===== src/rtl/dmem_arbiter_if.sv =====
// Bundle of requester and data-memory signals around dmem_arbiter.
// The slave side is the arbiter; the master side drives requests and supplies memory read data.
interface dmem_arbiter_if #(
    parameter int DATA_W = 32
);
    logic              i_Arb_req0;
    logic              i_Arb_req1;
    logic              i_Arb_we0;
    logic              i_Arb_we1;
    logic              i_Arb_sByte0;
    logic              i_Arb_sByte1;
    logic [DATA_W-1:0] i_Arb_addr0;
    logic [DATA_W-1:0] i_Arb_addr1;
    logic [DATA_W-1:0] i_Arb_wData0;
    logic [DATA_W-1:0] i_Arb_wData1;
    logic              o_Arb_done0;
    logic              o_Arb_done1;
    logic [DATA_W-1:0] o_Arb_rData;
    logic              o_Arb_busy;
    logic              o_DMem_dMemWe;
    logic              o_DMem_sByte;
    logic [DATA_W-1:0] o_DMem_addr;
    logic [DATA_W-1:0] o_DMem_wData;
    logic [DATA_W-1:0] i_DMem_rData;

    modport slave (
        input  i_Arb_req0, i_Arb_req1, i_Arb_we0, i_Arb_we1,
        input  i_Arb_sByte0, i_Arb_sByte1, i_Arb_addr0, i_Arb_addr1,
        input  i_Arb_wData0, i_Arb_wData1, i_DMem_rData,
        output o_Arb_done0, o_Arb_done1, o_Arb_rData, o_Arb_busy,
        output o_DMem_dMemWe, o_DMem_sByte, o_DMem_addr, o_DMem_wData
    );

    modport master (
        output i_Arb_req0, i_Arb_req1, i_Arb_we0, i_Arb_we1,
        output i_Arb_sByte0, i_Arb_sByte1, i_Arb_addr0, i_Arb_addr1,
        output i_Arb_wData0, i_Arb_wData1, i_DMem_rData,
        input  o_Arb_done0, o_Arb_done1, o_Arb_rData, o_Arb_busy,
        input  o_DMem_dMemWe, o_DMem_sByte, o_DMem_addr, o_DMem_wData
    );
endinterface


===== src/rtl/dmem_arbiter.sv =====
// Round-robin arbiter sharing one data memory between the CPU LSU (port 0) and loader/debug (port 1).
// Each access: grant in IDLE, one ACCESS cycle driving the memory, registered done pulse with read data.
//
//   state     | meaning
//   ----------+-------------------------------------------------------------
//   ST_IDLE   | memory write disabled; arbitrate among eligible requests
//   ST_ACCESS | latched command drives the memory for exactly one cycle
module dmem_arbiter #(
    parameter int DATA_W = 32
) (
    input logic           clk,
    input logic           rstn,
    dmem_arbiter_if.slave arb
);

    typedef enum logic {
        ST_IDLE   = 1'b0,
        ST_ACCESS = 1'b1
    } state_t;

    state_t            r_state;
    state_t            w_state_nxt;

    logic              r_last_gnt;
    logic              r_gnt_id;
    logic              r_cmd_we;
    logic              r_cmd_sbyte;
    logic [DATA_W-1:0] r_cmd_addr;
    logic [DATA_W-1:0] r_cmd_wdata;
    logic [DATA_W-1:0] r_rdata;
    logic              r_done0;
    logic              r_done1;

    logic              w_elig0;
    logic              w_elig1;
    logic              w_grant;
    logic              w_win;
    logic              w_sel_we;
    logic              w_sel_sbyte;
    logic [DATA_W-1:0] w_sel_addr;
    logic [DATA_W-1:0] w_sel_wdata;
    logic              w_busy;

    // A request still held during its own done cycle must not win a second time.
    assign w_elig0 = arb.i_Arb_req0 & ~r_done0;
    assign w_elig1 = arb.i_Arb_req1 & ~r_done1;

    always_comb begin
        w_state_nxt = r_state;
        w_grant     = 1'b0;
        w_win       = 1'b0;
        case (r_state)
            ST_IDLE: begin
                if (w_elig0 && w_elig1) begin
                    w_grant = 1'b1;
                    w_win   = ~r_last_gnt;
                end else if (w_elig0) begin
                    w_grant = 1'b1;
                    w_win   = 1'b0;
                end else if (w_elig1) begin
                    w_grant = 1'b1;
                    w_win   = 1'b1;
                end
                if (w_grant) begin
                    w_state_nxt = ST_ACCESS;
                end
            end
            ST_ACCESS: begin
                w_state_nxt = ST_IDLE;
            end
            default: begin
                w_state_nxt = ST_IDLE;
            end
        endcase
    end

    always_comb begin
        w_sel_we    = arb.i_Arb_we0;
        w_sel_sbyte = arb.i_Arb_sByte0;
        w_sel_addr  = arb.i_Arb_addr0;
        w_sel_wdata = arb.i_Arb_wData0;
        if (w_win) begin
            w_sel_we    = arb.i_Arb_we1;
            w_sel_sbyte = arb.i_Arb_sByte1;
            w_sel_addr  = arb.i_Arb_addr1;
            w_sel_wdata = arb.i_Arb_wData1;
        end
    end

    always_ff @(posedge clk or negedge rstn) begin
        if (!rstn) begin
            r_state <= ST_IDLE;
        end else begin
            r_state <= w_state_nxt;
        end
    end

    // last_gnt resets to 1 so port 0 wins the first tie.
    always_ff @(posedge clk or negedge rstn) begin
        if (!rstn) begin
            r_last_gnt  <= 1'b1;
            r_gnt_id    <= 1'b0;
            r_cmd_we    <= 1'b0;
            r_cmd_sbyte <= 1'b0;
            r_cmd_addr  <= '0;
            r_cmd_wdata <= '0;
        end else if (w_grant) begin
            r_last_gnt  <= w_win;
            r_gnt_id    <= w_win;
            r_cmd_we    <= w_sel_we;
            r_cmd_sbyte <= w_sel_sbyte;
            r_cmd_addr  <= w_sel_addr;
            r_cmd_wdata <= w_sel_wdata;
        end
    end

    always_ff @(posedge clk or negedge rstn) begin
        if (!rstn) begin
            r_done0 <= 1'b0;
            r_done1 <= 1'b0;
            r_rdata <= '0;
        end else begin
            r_done0 <= 1'b0;
            r_done1 <= 1'b0;
            if (r_state == ST_ACCESS) begin
                r_rdata <= arb.i_DMem_rData;
                if (r_gnt_id) begin
                    r_done1 <= 1'b1;
                end else begin
                    r_done0 <= 1'b1;
                end
            end
        end
    end

    // Write enable decodes straight from state so an async reset kills it within the cycle.
    assign w_busy            = (r_state == ST_ACCESS);
    assign arb.o_Arb_busy    = w_busy;
    assign arb.o_DMem_dMemWe = w_busy & r_cmd_we;
    assign arb.o_DMem_sByte  = r_cmd_sbyte;
    assign arb.o_DMem_addr   = r_cmd_addr;
    assign arb.o_DMem_wData  = r_cmd_wdata;
    assign arb.o_Arb_done0   = r_done0;
    assign arb.o_Arb_done1   = r_done1;
    assign arb.o_Arb_rData   = r_rdata;

endmodule


===== src/flat_wrapper.sv =====
// flat-port wrapper written by rule: the top's interface ports become plain ports
module dmem_arbiter_flat 
#(
    parameter int DATA_W = 32
)
  (clk, rstn, arb_i_Arb_req0, arb_i_Arb_req1, arb_i_Arb_we0, arb_i_Arb_we1, arb_i_Arb_sByte0, arb_i_Arb_sByte1, arb_i_Arb_addr0, arb_i_Arb_addr1, arb_i_Arb_wData0, arb_i_Arb_wData1, arb_i_DMem_rData, arb_o_Arb_done0, arb_o_Arb_done1, arb_o_Arb_rData, arb_o_Arb_busy, arb_o_DMem_dMemWe, arb_o_DMem_sByte, arb_o_DMem_addr, arb_o_DMem_wData);
  dmem_arbiter_if #(.DATA_W(DATA_W)) arb_i ();
  input logic clk;
  input logic rstn;
  input wire logic [$bits(arb_i.i_Arb_req0)-1:0] arb_i_Arb_req0;
  input wire logic [$bits(arb_i.i_Arb_req1)-1:0] arb_i_Arb_req1;
  input wire logic [$bits(arb_i.i_Arb_we0)-1:0] arb_i_Arb_we0;
  input wire logic [$bits(arb_i.i_Arb_we1)-1:0] arb_i_Arb_we1;
  input wire logic [$bits(arb_i.i_Arb_sByte0)-1:0] arb_i_Arb_sByte0;
  input wire logic [$bits(arb_i.i_Arb_sByte1)-1:0] arb_i_Arb_sByte1;
  input wire logic [$bits(arb_i.i_Arb_addr0)-1:0] arb_i_Arb_addr0;
  input wire logic [$bits(arb_i.i_Arb_addr1)-1:0] arb_i_Arb_addr1;
  input wire logic [$bits(arb_i.i_Arb_wData0)-1:0] arb_i_Arb_wData0;
  input wire logic [$bits(arb_i.i_Arb_wData1)-1:0] arb_i_Arb_wData1;
  input wire logic [$bits(arb_i.i_DMem_rData)-1:0] arb_i_DMem_rData;
  output wire logic [$bits(arb_i.o_Arb_done0)-1:0] arb_o_Arb_done0;
  output wire logic [$bits(arb_i.o_Arb_done1)-1:0] arb_o_Arb_done1;
  output wire logic [$bits(arb_i.o_Arb_rData)-1:0] arb_o_Arb_rData;
  output wire logic [$bits(arb_i.o_Arb_busy)-1:0] arb_o_Arb_busy;
  output wire logic [$bits(arb_i.o_DMem_dMemWe)-1:0] arb_o_DMem_dMemWe;
  output wire logic [$bits(arb_i.o_DMem_sByte)-1:0] arb_o_DMem_sByte;
  output wire logic [$bits(arb_i.o_DMem_addr)-1:0] arb_o_DMem_addr;
  output wire logic [$bits(arb_i.o_DMem_wData)-1:0] arb_o_DMem_wData;
  assign arb_i.i_Arb_req0 = arb_i_Arb_req0;
  assign arb_i.i_Arb_req1 = arb_i_Arb_req1;
  assign arb_i.i_Arb_we0 = arb_i_Arb_we0;
  assign arb_i.i_Arb_we1 = arb_i_Arb_we1;
  assign arb_i.i_Arb_sByte0 = arb_i_Arb_sByte0;
  assign arb_i.i_Arb_sByte1 = arb_i_Arb_sByte1;
  assign arb_i.i_Arb_addr0 = arb_i_Arb_addr0;
  assign arb_i.i_Arb_addr1 = arb_i_Arb_addr1;
  assign arb_i.i_Arb_wData0 = arb_i_Arb_wData0;
  assign arb_i.i_Arb_wData1 = arb_i_Arb_wData1;
  assign arb_i.i_DMem_rData = arb_i_DMem_rData;
  assign arb_o_Arb_done0 = arb_i.o_Arb_done0;
  assign arb_o_Arb_done1 = arb_i.o_Arb_done1;
  assign arb_o_Arb_rData = arb_i.o_Arb_rData;
  assign arb_o_Arb_busy = arb_i.o_Arb_busy;
  assign arb_o_DMem_dMemWe = arb_i.o_DMem_dMemWe;
  assign arb_o_DMem_sByte = arb_i.o_DMem_sByte;
  assign arb_o_DMem_addr = arb_i.o_DMem_addr;
  assign arb_o_DMem_wData = arb_i.o_DMem_wData;
  dmem_arbiter #(.DATA_W(DATA_W)) u_core (.clk(clk), .rstn(rstn), .arb(arb_i));
endmodule

===== config.mk =====
export PLATFORM = sky130hd
export DESIGN_NAME = dmem_arbiter_flat
export DESIGN_NICKNAME = d
export VERILOG_FILES = /design/src/rtl/dmem_arbiter_if.sv /design/src/rtl/dmem_arbiter.sv /design/src/flat_wrapper.sv
export SDC_FILE = /design/constraint.sdc
export NUM_CORES = 1
export LEC_CHECK = 0
export ABC_AREA = 1
export CAP_MARGIN = 20
export CELL_PAD_IN_SITES_DETAIL_PLACEMENT = 0
export CELL_PAD_IN_SITES_GLOBAL_PLACEMENT = 1
export CORE_MARGIN = 10
export CORE_UTILIZATION = 29
export CTS_CLUSTER_DIAMETER = 30
export DETAILED_ROUTE_END_ITERATION = 16
export PLACE_DENSITY_LB_ADDON = 0.1
export SLEW_MARGIN = 40
export SYNTH_ARGS = -nofsm -noshare
export SYNTH_HDL_FRONTEND = slang
export SYNTH_SLANG_ARGS = --single-unit

===== constraint.sdc =====
create_clock -name clk -period 2.6 [get_ports clk]
set_input_delay 0.65 -clock clk [delete_from_list [all_inputs] [get_ports clk]]
set_output_delay 0.65 -clock clk [all_outputs]
set_load 0.005 [all_outputs]

[Word level (Yosys, flattened, before mapping)]
Index checks and enable logic that the tools add are counted.
Word-level totals
  bits in registers: 103
  input bits: 168
  logic and storage cells: 36
Cells by class
  multiplexer cells: 18
  bitwise logic cells: 7
  reductions and logical operators: 1
Operators with widths (number)
  2-to-1 mux 32 bit: 2
  2-to-1 mux 1 bit: 15
  NOT 1 bit: 4
  AND 1 bit: 3
  one-hot mux 1 bit (2 select lines): 1
  logical AND 1 bit: 1

[Depth between registers and ports, before layout]
Gate-level depths: netlist of the first run.
  depth in word-level cells: 8
  depth in mapped cells: 10
  mapped depth without buffers: 7

[Least setup slack after synthesis of the first run]
Ideal clock, no wire load.
  path kind: in2reg
  from: in arb_i_Arb_req0
  to: reg u_core.r_cmd_addr[10] (netlist: u_core.arb.o_DMem_addr[10])
  data arrival time: 1.472 ns
  required time: 2.483 ns
  setup slack: 1.011 ns
  stages: 6
  buffers on the path: 2
  cell sequence: nand3_1 buf_2 buf_1 nand3_1 nand3_1 nand2_1
On the way
  cells in the longest elaborated chain, start to end: 5
  elaborated cells between the ends (all ways): 10
  classes of those cells: mux: 8; bitwise: 1; reduce/logical: 1
Ends and longest elaborated chain
  start: declaration: RTL line flat_wrapper.sv:10  | input wire logic [$bits(arb_i.i_Arb_req0)-1:0] arb_i_Arb_req0;
  AND 1 bit (*): RTL line dmem_arbiter.sv:45  | assign w_elig0 = arb.i_Arb_req0 & ~r_done0;
  2-to-1 mux 1 bit or logical AND 1 bit (tied branches): RTL line dmem_arbiter.sv:57, dmem_arbiter.sv:54
  2-to-1 mux 1 bit: RTL line dmem_arbiter.sv:54  | if (w_elig0 && w_elig1) begin
  2-to-1 mux 1 bit: RTL line dmem_arbiter.sv:52  | case (r_state)
  2-to-1 mux 32 bit or 2-to-1 mux 1 bit (tied branches): RTL line dmem_arbiter.sv:82, dmem_arbiter.sv:52
  end signal: assignment: RTL line dmem_arbiter.sv:112  | r_cmd_addr <= w_sel_addr;
  end: declaration: RTL line dmem_arbiter.sv:28  | logic [DATA_W-1:0] r_cmd_addr;
Every way passes the cells marked *; elsewhere a longest branch is shown, timed or not. The select of a mux whose other input is x is not followed.
A chain may end at the register's enable or synchronous reset.

[Worst setup path after layout of the first run]
  from: reg u_core.r_state (netlist: u_core.arb.o_Arb_busy)
  to: out arb_o_DMem_dMemWe
On the way
  cells in the longest elaborated chain, start to end: 1
Ends and longest elaborated chain
  start: declaration: RTL line dmem_arbiter.sv:21  | state_t r_state;
  start signal: assignment: RTL line dmem_arbiter.sv:94  | r_state <= w_state_nxt;
  AND 1 bit: RTL line dmem_arbiter.sv:139  | assign arb.o_DMem_dMemWe = w_busy & r_cmd_we;
  end: declaration: RTL line flat_wrapper.sv:25  | output wire logic [$bits(arb_i.o_DMem_dMemWe)-1:0] arb_o_DMem_dMemWe;
No other way between the ends.

==> impl_results.md, run 1 <==
- Fmax: 454 MHz
- Count of different cell masters after synthesis: 16
- H-tree depth: 3
- Final Skew: 0.00656 ns
- # setup viols final: 0
- Antenna violations before repair: 1
- Synthesized area: 5180 um2
- DR WL/cell: 15.8 um
- Router iterations before antenna repair: 4
- Fin nets: 1,143
- Postcts setup bufs: 0
- Most common cell in the netlist: nand2_1
- Max-Cap Viols: 0
- Cts hold-fix bufs: 0
- Starting Density: 0.298
- Post-Syn Area per Cell: 7.17 um2
- Dpl ws: 0.395 ns
- Clock tree sinks: 103
- Setup ws final: 0.397 ns
- Crit path time final: around 2.2 ns
- CP Class: register to output pin
- Worst-path clk slew: around 0.07 ns
- Die Wd: roughly 150 um
- Status: complete, no violations
- Cells on worst reg2reg path: 8
- EDFF count, synth: 0
- First-pass GRT wire length: 30,100 um
- GP Congestion: ~0.77
- Largest net degree at the start of global routing: 54
- Fin Setup TNS: 0 ns
- Power Total: 0.00877 W
- Total Routing Usage GR: 0.159
- DRC: 0
- Final hold viol count: 0
- Post-Syn Nets: approximately 890
- Rows: 48
- Synth-to-Final Area Change: 61.7%
- Asr flop ratio synth: 1.00
- Largest cells by area after synthesis: dfrtp_1 (49%), nand2_1 (22%), nand3_1 (13%)
- Core area: 17,400 um2
- Pins Over Slew Limit: 0
- Total I/O pin count: 269
- Min-delay worst type: input port to asynchronous set/reset pin
- Max Buffers Root-to-Sink: 2
- Worst vdd ir: 0.000439 V
- Initial DRC count: 276
- Estimated wirelength of the detail-placed design: 14,100 um
- R2R Path Start: u_core.arb.o_Arb_busy
- Grt total ovfl: 0
- Post-Layout Cell Count: 1,205
- Final core occ: 0.481
- Final wirelength: 19,100 um
- Slew @ Worst Pin: 0.532 ns
- Chip height: 154 um
- Total number of vias: 5,095
- #FFs+latches synth: around 100
- Relative slew slack: 0.645
- P per Cell Area: 1050 nW/um2
- Total CTS buffers: 9
- Startpoint Class: register
- Routed vias/inst: 4.23
- Warnings, synthesis: 0
- Critical Path RT: roughly 2.0 ns
- Final Cycle Share: 0.847
- Post-CTS resize count: 0
- Post-route ant nets: 0
- Crit. End Element: output pin
- Placed instance count: between 1,000 and 1,500
- CTS tree: yes
- Ant. Diodes: 0
- RSZ-0062 raised after global routing: false
- IO buf count: between 200 and 300
- Crit-path max FO: 8
- Die ar.: 23,600 um2
- CP arrival: 1.55 ns
- Reg-to-reg endpoint: u_core.arb.o_DMem_addr[17]
- Post-synth top area share: 0.492
- P_leak: 4.42 nW
- Vias in the first global route: approximately 5,100
- Most used DFF post-synth: dfrtp_1
- CTS root buf: clkbuf_16
- Post-synth top cells: nand2_1 (301), inv_1 (136), nand3_1 (133)
- R2r setup slk: 0.87 ns
- Post-synthesis sequential area ratio: 0.497
- Syn Inst Count: 723
- Clock network latency to the later pin of the worst-skew pair: between 0.3 and 0.4 ns
- Share of cells above drive strength 1: 0.0398
- Fillers: 1,825
- Yosys top cell by area: dfrtp_1
flip-flops by register name (all words and copies together), names as in the netlist:
register,cells
u_core.arb.o_Arb_busy,1
u_core.arb.o_Arb_done1,1
u_core.arb.o_Arb_done0,1
u_core.arb.o_Arb_rData,32
u_core.r_last_gnt,1
u_core.arb.o_DMem_wData,32
u_core.arb.o_DMem_addr,32
u_core.arb.o_DMem_sByte,1
u_core.r_gnt_id,1
u_core.r_cmd_we,1
layout make-up:
| type | instances | area (um2) | share of cell area |
|---|---|---|---|
| Sequential cell | 103 | 2580 | 0.308 |
| Timing Repair Buffer | 283 | 2870 | 0.342 |
| Multi-Input combinational cell | 440 | 1850 | 0.220 |
| Tap cell | 225 | 282 | 0.0336 |
| Clock buffer | 12 | 256 | 0.0306 |
| Inverter | 138 | 520 | 0.0621 |
| Clock inverter | 4 | 28.8 | 0.00343 |
cells by family (layout without fill, tap and decap cells):
logic type	count (synthesis)	after routing	synth area share
AND/OR/NAND/NOR	439	439	0.352
buffers and inverters	180	437	0.147
AO/OA/AOI/OAI	1	1	0.00314
flip-flops	103	103	0.497
through the flow:
stage | hold WS, ns | instance area [um2]
final | 0.167 | 8380
after global placement | 0.452 | 8100
after CTS | 0.162 | 8380
after detailed placement | 0.458 | 8100
after global routing | 0.167 | 8380
after floorplan | 0.354 | 5180
placed cells by master, fill, tap and decap left out:
cell type        Yosys  final
buf_12               0      6
buf_4                9     10
clkbuf_1            14      1
clkbuf_16            0      9
clkbuf_8             0      2
clkdlybuf4s50_1      0    267
clkinv_2             0      1
clkinvlp_4           0      2
dfrtp_1            102    102
dfstp_2              1      1
inv_1              136    136
inv_2                1      1
inv_4                1      1
inv_6                0      1
nand2_1            301    301
nand2_2              2      2
nand3_1            133    132
nand3_2              0      1
nor2_1               2      2
nor2_4               1      1
o21ai_4              1      1
worst max path at each step:
| stage | endpoint | from | slack [ns] | depth (start not counted) |
|---|---|---|---|---|
| 2_1_floorplan | u_core.arb.o_DMem_addr[10] | arb_i_Arb_req0 | 1.01 | 6 |
| 3_3_place_gp | u_core.arb.o_DMem_addr[17] | arb_i_Arb_req0 | 0.40 | 7 |
| 3_5_place_dp | u_core.arb.o_DMem_addr[17] | arb_i_Arb_req0 | 0.40 | 7 |
| 4_1_cts | arb_o_DMem_dMemWe | u_core.arb.o_Arb_busy | 0.35 | 3 |
| 5_1_grt | arb_o_DMem_dMemWe | u_core.arb.o_Arb_busy | 0.30 | 3 |
| 6_report | arb_o_DMem_dMemWe | u_core.arb.o_Arb_busy | 0.40 | 3 |
critical path, cell delays in order, from the launching register on:
cell,delay (ns)
dfrtp_1,0.53
nand2_1,0.08
inv_1,0.06
clkdlybuf4s50_1,0.53
where the power goes:
| group | internal [W] | leakage, nW | switching, W |
|---|---|---|---|
| sequential | 0.00243 | 1.25 | 0.000447 |
| clock | 0.000705 | 0.135 | 0.000618 |
| combinational | 0.00233 | 3.03 | 0.00225 |
| total | 0.00546 | 4.42 | 0.00331 |
routing by layer:
metal | share of wire | global-route usage | wire length (um)
met1 | 0.43 | 0.200 | 8270
met4 | 0.012 | 0.0418 | 223
met5 | 0.00068 | 0 | 13
met2 | 0.46 | 0.244 | 8730
met3 | 0.096 | 0.0661 | 1820
No activity file was read; power rests on OpenSTA's default activity.
==> run 2: changes to the inputs <==
--- a/config.mk
+++ b/config.mk
@@ -10,7 +10,7 @@
 export CELL_PAD_IN_SITES_DETAIL_PLACEMENT = 0
 export CELL_PAD_IN_SITES_GLOBAL_PLACEMENT = 1
 export CORE_MARGIN = 10
-export CORE_UTILIZATION = 29
+export CORE_UTILIZATION = 27
 export CTS_CLUSTER_DIAMETER = 30
 export DETAILED_ROUTE_END_ITERATION = 16
 export PLACE_DENSITY_LB_ADDON = 0.1
==> constraint.sdc (replaced) <==
create_clock -name clk -period 2.1 [get_ports clk]
set_input_delay 0.525 -clock clk [delete_from_list [all_inputs] [get_ports clk]]
set_output_delay 0.525 -clock clk [all_outputs]
set_load 0.005 [all_outputs]
==> run 2 against run 1 <==
  * Worst setup slack got worse by 0.29 ns
  * Power up 28%
  * Utilization shrank 2.7 points
  * Register-to-register slack got worse by 0.20 ns
  * Largest cell class unchanged
  * Flip-flop and latch count did not move
  * Hold slack got worse by 0.039 ns
  * Die area rose by 6.4%
==> impl_results.md, run 2 (same netlist as run 1, synthesis figures left out) <==
- Routed vias/inst: 4.21
- CP arrival: 1.47 ns
- Slowest stage delay, CP: 0.52 ns
- Crit-path max FO: 6
- Total CTS buffers: 9
- Slew @ Worst Pin: slightly above 0.5 ns
- Postcts setup bufs: 0
- Crit path time final: 1.99 ns
- Final hold viol count: 0
- # setup viols final: 0
- Pins Over Slew Limit: 0
- Delay-heaviest family, CP: buffers and inverters
- CP Class: register to output pin
- H-tree depth: 3
- Crit-path slowest cell: clkdlybuf4s50_1
- Clock power share: 0.165
- Clock tree sinks: 103
- Fmax: 502 MHz
- Starting Density: 0.276
- Wire length on met1: about 8400 um
- Share of cells above drive strength 1: 0.0457
- Worst vdd ir: 0.000532 V
- Met2 wire len: around 9000 um
- CTS tree: yes
- Fin Setup TNS: 0 ns
- Most common cell after layout, fill and taps aside: nand2_1
- Fin nets: 1,147
- Switch share: 0.379
- Estimated wirelength of the detail-placed design: between 10,000 and 15,000 um
- First-pass GRT wire length: 30,100 um
- Largest net degree at the start of global routing: 47
- Antenna violations before repair: 5
- Core area: 18,800 um2
- Routed met3 length: 2110 um
- Total Routing Usage GR: 0.154
- DRC: 0
- IO buf count: 268
- Total number of vias: 5,146
- Post-route ant nets: 0
- Power Total: 0.0112 W
- Max layer used: met5
- Combinational share of power: 0.517
- Relative slew slack: 0.664
- Rows: 50
- P per Cell Area: 1310 nW/um2
- Max-Cap Viols: 0
- Final Skew: 0.00821 ns
- Critical path buffer and inverter count: 2
- Chip height: about 160 um
- GP Congestion: 0.726
- Clock network latency to the later pin of the worst-skew pair: approximately 0.35 ns
- Post-Layout Cell Count: 1,221
- Cells along the critical path: nand2_1 > inv_1 > clkdlybuf4s50_1
- Die ar.: 25,100 um2
- Placed instance count: 1,202
- Crit. End Element: output pin
- Die Wd: about 160 um
- Reg power frac: 0.318
- CTS root buf: clkbuf_16
- Int Power: 0.00696 W
- Worst-path clk slew: 0.08 ns
- Router iterations before antenna repair: 4
- Critical Path RT: 1.57 ns
- DR WL/cell: ~16 um
- Most frequent cells in the layout: nand2_1 (301), clkdlybuf4s50_1 (267), inv_1 (136), nand3_1 (132), dfrtp_1 (101)
- Status: complete, no violations
- Final wirelength: 19,800 um
- RSZ-0062 raised after global routing: false
- Final Cycle Share: 0.948
- Initial DRC count: between 150 and 200
- Reported net switching power: 0.00424 W
- Total I/O pin count: approximately 270
- Startpoint Class: register
- Max Buffers Root-to-Sink: 2
- Min-delay worst type: input port to asynchronous set/reset pin
- Vias in the first global route: ~5,200
- P_leak: between 4 and 5 nW
- Synth-to-Final Area Change: 64.4%
- Grt total ovfl: 0
-- run 2: layout make-up --
cell class | instances | area (um2)
Fill cell | 1921 | 10200
Timing Repair Buffer | 287 | 2950
Sequential cell | 103 | 2580
Multi-Input combinational cell | 440 | 1850
Inverter | 138 | 520
Tap cell | 234 | 293
Clock buffer | 9 | 225
Clock inverter | 7 | 100
Antenna cell | 3 | 7.51
-- run 2: final timing paths --
check / from / to / slack, ns / cells past startpoint
min in group clk: u_core.r_gnt_id / u_core.arb.o_Arb_done0 / 0.47 / 1
max reg2reg: u_core.arb.o_Arb_busy / u_core.arb.o_DMem_addr[22] / 0.67 / 7
max: u_core.arb.o_Arb_busy / arb_o_DMem_dMemWe / 0.11 / 3
min: rstn / u_core.arb.o_Arb_rData[3] / 0.13 / 1
min reg2reg: u_core.r_gnt_id / u_core.arb.o_Arb_done0 / 0.47 / 1
max in group asynchronous: rstn / u_core.r_last_gnt / 1.38 / 2
-- run 2: metal layers --
layer  vias up  track usage
met4         2       0.0419
met1      2310        0.184
li1       2653            -
met2       166        0.243
met3        15       0.0723
met5         -            0
-- run 2: through the flow --
| step | worst slack, ns | hold WS, ns | area, um2 | utilization |
|---|---|---|---|---|
| global route | 0.00360 | 0.147 | 8520 | 0.454 |
| global placement | 0.175 | 0.452 | 8190 | 0.436 |
| floorplan | 0.636 | 0.229 | 5180 | - |
| CTS | 0.0591 | 0.132 | 8510 | 0.454 |
| detailed placement | 0.158 | 0.457 | 8190 | 0.436 |
| finish | 0.109 | 0.128 | 8520 | 0.454 |
-- run 2: power groups by stage --
stage	clock network (W)	registers, W	logic (W)
floorplan	0	0.00363	0.00247
CTS	0.00192	0.00358	0.00599
detailed placement	0	0.00359	0.00598
finish	0.00184	0.00356	0.00579
global route	0.00200	0.00372	0.00649
global placement	0	0.00357	0.00599
-- run 2: timing repair --
| item | CTS | global route |
|---|---|---|
| endpoints found under the setup margin | 1 | 0 |
| hold buffers | 0 | 0 |
| resized for setup | 1 | 0 |
